$ cat src/rtl/wave_i2s_tx.sv
// Philips I2S transmitter: one-entry sample buffer, mono sample sent on both channels.
// Build option WAVE_I2S_UNDERRUN_HOLD_EN: repeat the last sample on underrun instead of muting.
//
// state  | meaning
// S_IDLE | serial outputs held low, waiting for the first buffered sample
// S_RUN  | free-running BCLK/LRCLK frames, one sample loaded per frame
module wave_i2s_tx #(
  parameter int WIDTH    = 24,
  parameter int SLOT     = 32,
  parameter int BCLK_DIV = 4
) (
  input  logic             i_clk,
  input  logic             i_rst_n,
  input  logic [WIDTH-1:0] i_sample,
  input  logic             i_sample_valid,
  output logic             o_sample_ready,
  output logic             o_bclk,
  output logic             o_lrclk,
  output logic             o_sdata,
  output logic             o_underrun
);

  localparam int BW = $clog2(2 * SLOT);
  localparam int DW = (BCLK_DIV > 1) ? $clog2(BCLK_DIV) : 1;

  localparam logic [BW-1:0] B_LAST     = BW'(2 * SLOT - 1);
  localparam logic [BW-1:0] LR_LO      = BW'(SLOT - 1);
  localparam logic [BW-1:0] LR_HI      = BW'(2 * SLOT - 2);
  localparam logic [DW-1:0] DIV_RELOAD = DW'(BCLK_DIV - 1);

  typedef enum logic {
    S_IDLE,
    S_RUN
  } state_t;

  state_t state_q, state_d;

  logic [WIDTH-1:0] hold_q, hold_d;
  logic             hold_full_q, hold_full_d;
  logic [WIDTH-1:0] frame_q, frame_d;
  logic [BW-1:0]    b_q, b_d;
  logic [DW-1:0]    div_q, div_d;
  logic             bclk_q, bclk_d;
  logic             lrclk_q, lrclk_d;
  logic             sdata_q, sdata_d;
  logic             underrun_q, underrun_d;

  // Serial bit for frame position b: MSB first in each slot, zero padding after WIDTH bits.
  function automatic logic bit_at(input logic [WIDTH-1:0] smp, input logic [BW-1:0] b);
    int               k;
    logic [WIDTH-1:0] sh;
    k = int'(b);
    if (k >= SLOT) k = k - SLOT;
    sh = smp << k;
    return (k < WIDTH) ? sh[WIDTH-1] : 1'b0;
  endfunction

  always_ff @(posedge i_clk) begin
    if (!i_rst_n) state_q <= S_IDLE;
    else          state_q <= state_d;
  end

  always_comb begin
    state_d = state_q;
    if (state_q == S_IDLE && hold_full_q) state_d = S_RUN;
  end

  always_comb begin
    hold_d      = hold_q;
    hold_full_d = hold_full_q;
    frame_d     = frame_q;
    b_d         = b_q;
    div_d       = div_q;
    bclk_d      = bclk_q;
    lrclk_d     = lrclk_q;
    sdata_d     = sdata_q;
    underrun_d  = 1'b0;

    if (i_sample_valid && !hold_full_q) begin
      hold_d      = i_sample;
      hold_full_d = 1'b1;
    end

    case (state_q)
      S_IDLE: begin
        bclk_d  = 1'b0;
        lrclk_d = 1'b0;
        sdata_d = 1'b0;
        b_d     = '0;
        div_d   = DIV_RELOAD;
        if (hold_full_q) begin
          frame_d     = hold_q;
          hold_full_d = 1'b0;
          sdata_d     = bit_at(hold_q, '0);
        end
      end
      default: begin
        if (div_q == '0) begin
          div_d  = DIV_RELOAD;
          bclk_d = !bclk_q;
          // Data and word select move only on the falling edge of BCLK.
          if (bclk_q) begin
            if (b_q == B_LAST) begin
              b_d = '0;
              if (hold_full_q) begin
                frame_d     = hold_q;
                hold_full_d = 1'b0;
              end else begin
                underrun_d = 1'b1;
`ifdef WAVE_I2S_UNDERRUN_HOLD_EN
                frame_d = frame_q;
`else
                frame_d = '0;
`endif
              end
            end else begin
              b_d = b_q + BW'(1);
            end
            sdata_d = bit_at(frame_d, b_d);
            lrclk_d = (b_d >= LR_LO) && (b_d <= LR_HI);
          end
        end else begin
          div_d = div_q - DW'(1);
        end
      end
    endcase
  end

  // frame_q doubles as the last-transmitted-sample register.
  always_ff @(posedge i_clk) begin
    if (!i_rst_n) begin
      hold_q      <= '0;
      hold_full_q <= 1'b0;
      frame_q     <= '0;
      b_q         <= '0;
      div_q       <= DIV_RELOAD;
      bclk_q      <= 1'b0;
      lrclk_q     <= 1'b0;
      sdata_q     <= 1'b0;
      underrun_q  <= 1'b0;
    end else begin
      hold_q      <= hold_d;
      hold_full_q <= hold_full_d;
      frame_q     <= frame_d;
      b_q         <= b_d;
      div_q       <= div_d;
      bclk_q      <= bclk_d;
      lrclk_q     <= lrclk_d;
      sdata_q     <= sdata_d;
      underrun_q  <= underrun_d;
    end
  end

  assign o_sample_ready = !hold_full_q;
  assign o_bclk         = bclk_q;
  assign o_lrclk        = lrclk_q;
  assign o_sdata        = sdata_q;
  assign o_underrun     = underrun_q;

endmodule

$ cat config.mk
export PLATFORM = sky130hd
export DESIGN_NAME = wave_i2s_tx
export DESIGN_NICKNAME = d
export VERILOG_FILES = /design/src/rtl/wave_i2s_tx.sv
export SDC_FILE = /design/constraint.sdc
export NUM_CORES = 1
export LEC_CHECK = 0
export CAP_MARGIN = 20
export CORE_ASPECT_RATIO = 1.4
export CORE_MARGIN = 3
export CORE_UTILIZATION = 45
export DETAILED_ROUTE_END_ITERATION = 10
export DONT_BUFFER_PORTS = 1
export PLACE_DENSITY = 0.66
export RECOVER_POWER = 25
export SYNTH_ARGS = -nofsm -noshare
export SYNTH_HDL_FRONTEND = slang
export SYNTH_SLANG_ARGS = --single-unit
$ cat constraint.sdc
create_clock -name i_clk -period 2.4 [get_ports i_clk]
set_clock_uncertainty 0.2 [all_clocks]
set_input_delay 0.24 -clock i_clk [delete_from_list [all_inputs] [get_ports i_clk]]
set_output_delay 0.24 -clock i_clk [all_outputs]
set_load 0.05 [all_outputs]
==> flow_summary.yaml <==
detailed_routing:
  drtIter0Drc: 145
  drtAntennaViolNets: 0
  viasPerCell: 5.28
  drtPass1Iterations: 4
  num_vias: 2436
  avgRoutedWirePerCell_um: 14.3
  wl_um: 6610
  drc: 0
yosys:
  ys_seq_elements: 62
  synth_nets: 371
  synth_adder_area_share_pct: 1.63
  synth_cell_types: 52
  synth_xor_xnor_area_share_pct: 1.43
  synth_top_family_by_area: "compound AO/OA/AOI/OAI gates"
  synthFlopType: "dfxtp_1"
  synth-seq-area-share_pct: 40.4
  async_reset_ff_share_pct: 0
  yosysWarnings: 0
  postSynthCellCount: 340
  avgSynthCellArea_sq_um: 9.03
  synthMuxAreaShare_pct: 6.03
  synth_edf_count: 0
  synth-compound-area-share_pct: 23.9
  synth_top_cell_by_area: "dfxtp_1"
  syn_area_sq_mm: 0.00307
  synth_top_area_share_pct: 40.4
  synth-simple-area-share_pct: 20.2
  synth_area_leaders: "dfxtp_1, nand2_1, a21boi_0"
pwr:
  p_int_mw: 1.72
  p_per_area_mw_per_mm2: 621
  power_switching_uw: 516
  pwr-share-clk_pct: 43.3
  leakagePower_nw: 1.27
  comb_power_share_pct: 7.6
  seqPwrFrac_pct: 49.1
  sw_frac_of_total_pct: 23.1
  ir_worst_vdd_mv: 0.361
clock_network:
  clockBufferDepth: 2
  clock-sinks: 62
  htreeDepth: 3
  clkTransAtPathRegs_ns: 0.07
  post-cts-setup-buffer-count: 0
  cts-root-buf: "clkbuf_8"
  clkLatencyLatePin_ns: 0.35
  cts_tree: "built"
  cts_made_buffers: 9
run:
  maxCapViolCount: 0
worst_hold_path:
  worstHoldPathType: "primary input to flip-flop"
sta:
  fin_hold_ws_ns: 0.0250
  rsz0062_at_grt: "no"
  tightest_slew_ns: 0.700
  tns_ns: 0
  max_freq_ghz: 0.449
  final_max_slew_viol_count: 0
  hold_violations: 0
  post-route-min-period_ns: 2.23
  setup_viol: 0
  period_share_pct: 92.9
  max_slew_margin_pct: 53.3
global_routing:
  grt_pass1_wl_um: 11200
  grt_overflow: 0
  grt.total_usage_pct: 18.5
  grt_antenna_before_repair: 0
  grt_pass1_vias: 2389
  grt_max_degree: 52
worst_setup_path:
  critPathMaxFanout: 12
  critPathRequiredTime_ns: 2.48
  endpoint_kind: "flip-flop"
  arrival_ns: 2.31
  timing_worst_setup_path_type: "flip-flop to flip-flop"
  startpoint_type: "flip-flop"
die:
  die_x_um: 75.8
  die-height_um: 104
  num_io_pins: 32
  row_count: 35
  core_area_sq_mm: 0.00661
  die-area_sq_mm: 0.00786
  initial_core_util_pct: 46.4
place:
  dp_hpwl_um: 4450
  place_congestion: 0.926
  port_buffers: 0
final_layout:
  num_antenna_cells: 0
  drive_above_1_share_pct: 15.4
  syn2layout_area_growth_pct: 17.1
  nNetsFinal: 395
outcome:
  status: "finished clean"
-- layout by cell type (no fill, tap or decap), types with 2 or more instances in the layout --
cell and n:
xnor2_1 2, a21boi_0 25, a21oi_1 6, o32ai_1 2
nor2_1 16, nor2b_1 25, a21o_1 2, nand3_1 6
nand4_1 2, a32o_1 2, a22oi_1 14, buf_4 12
dlygate4sd3_1 24, mux4_2 3, mux2_2 6, mux2_4 2
o21ai_1 2, dfxtp_1 62, and3_1 3, nor3_1 2
clkbuf_8 12, a22oi_2 11, ha_1 4, and2_1 2
inv_1 8, and2_0 2, a211oi_1 5, nand2_1 65
clkbuf_1 5, o21ai_0 8, xor2_1 3, mux2i_1 2
-- power by group through the flow --
stage | registers (mW) | logic, mW | clock network [mW]
floorplan | 1.11 | 0.122 | 0
global placement | 1.12 | 0.125 | 0
detailed placement | 1.12 | 0.129 | 0
CTS | 1.10 | 0.173 | 0.988
global route | 1.10 | 0.190 | 1.03
finish | 1.10 | 0.170 | 0.967
-- worst paths after layout --
kind	cells past startpoint	to	slack (ns)	startpoint
max reg2reg	7	o_sdata$_SDFFE_PN0P_	0.17	b_q[1]$_SDFFE_PN0P_
min	2	state_q$_SDFFE_PN0P_	0.02	i_rst_n
min reg2reg	1	div_q[0]$_SDFF_PP1_	0.18	div_q[0]$_SDFF_PP1_
max	7	o_sdata$_SDFFE_PN0P_	0.17	b_q[1]$_SDFFE_PN0P_
-- final cells by class --
| cell class | count | area, sq um |
|---|---|---|
| Clock buffer | 14 | 173 |
| Multi-Input combinational cell | 243 | 1640 |
| Timing Repair Buffer | 40 | 362 |
| Sequential cell | 62 | 1240 |
| Inverter | 8 | 30.0 |
| Fill cell | 615 | 3020 |
| Tap cell | 92 | 115 |
| Clock inverter | 2 | 38.8 |
-- registers in the layout (all words and copies together), names as in the netlist --
signal       cells
o_underrun       1
o_bclk           1
hold_full_q      1
o_lrclk          1
div_q            2
b_q              6
frame_q         24
o_sdata          1
hold_q          24
state_q          1
-- timing repair --
| action | in CTS | in global routing |
|---|---|---|
| endpoints found under the hold margin | 51 | 0 |
| resized for setup | 0 | 1 |
| endpoints found under the setup margin | 0 | 8 |
| hold buffers | 25 | 0 |
-- synth_stat cells (2+ instances only) --
| cell | instances |
|---|---|
| a211oi_1 | 5 |
| a21boi_0 | 25 |
| a21o_1 | 2 |
| a21oi_1 | 6 |
| a22oi_1 | 14 |
| a22oi_2 | 11 |
| a32o_1 | 2 |
| and2_1 | 4 |
| and3_1 | 3 |
| buf_2 | 4 |
| buf_6 | 6 |
| clkbuf_1 | 15 |
| dfxtp_1 | 62 |
| ha_1 | 4 |
| inv_1 | 8 |
| mux2_2 | 6 |
| mux2_4 | 2 |
| mux2i_1 | 2 |
| mux4_2 | 3 |
| nand2_1 | 65 |
| nand3_1 | 6 |
| nand4_1 | 2 |
| nor2_1 | 16 |
| nor2b_1 | 26 |
| nor3_1 | 2 |
| o21ai_0 | 8 |
| o21ai_1 | 2 |
| o32ai_1 | 2 |
| xnor2_1 | 2 |
| xor2_1 | 3 |
-- critical path, cell delays in order (launching register included) --
cell	delay [ns]
dfxtp_1	0.54
ha_1	0.24
buf_4	0.18
xor2_1	0.12
and3_1	0.21
a2111oi_2	0.37
o2111ai_1	0.16
o21ai_1	0.14
-- cell families after synthesis --
kind of cell,count (synthesis)
adders and majority gates,4
xor gates and xnor gates,5
AOI/OAI and AO/OA,91
buffers and inverters,35
DFF,62
muxes,13
and+or+nand+nor,130
-- per-stage QoR --
| stage | std cells | utilization, % | power, mW | worst slack, ns | instance area (sq um) |
|---|---|---|---|---|---|
| 2_1_floorplan | 340 | - | 1.23 | 0.0550 | 3070 |
| 3_3_place_gp | 420 | 47.4 | 1.24 | 0.178 | 3130 |
| 3_5_place_dp | 420 | 47.4 | 1.25 | 0.117 | 3130 |
| 4_1_cts | 461 | 54.5 | 2.26 | 0.126 | 3610 |
| 5_1_grt | 461 | 54.4 | 2.32 | 0.0151 | 3600 |
| 6_report | 461 | 54.4 | 2.23 | 0.172 | 3600 |
-- metal layers --
metal  global-route usage, %  vias to the layer above  routed length, um
met5                       0                        -                  0
met4                    8.88                        0                199
met3                    5.34                       16                281
met2                    28.7                       46               3270
met1                    22.8                     1143               2860
li1                        -                     1231                  -
No activity file was read; power rests on OpenSTA's default activity.
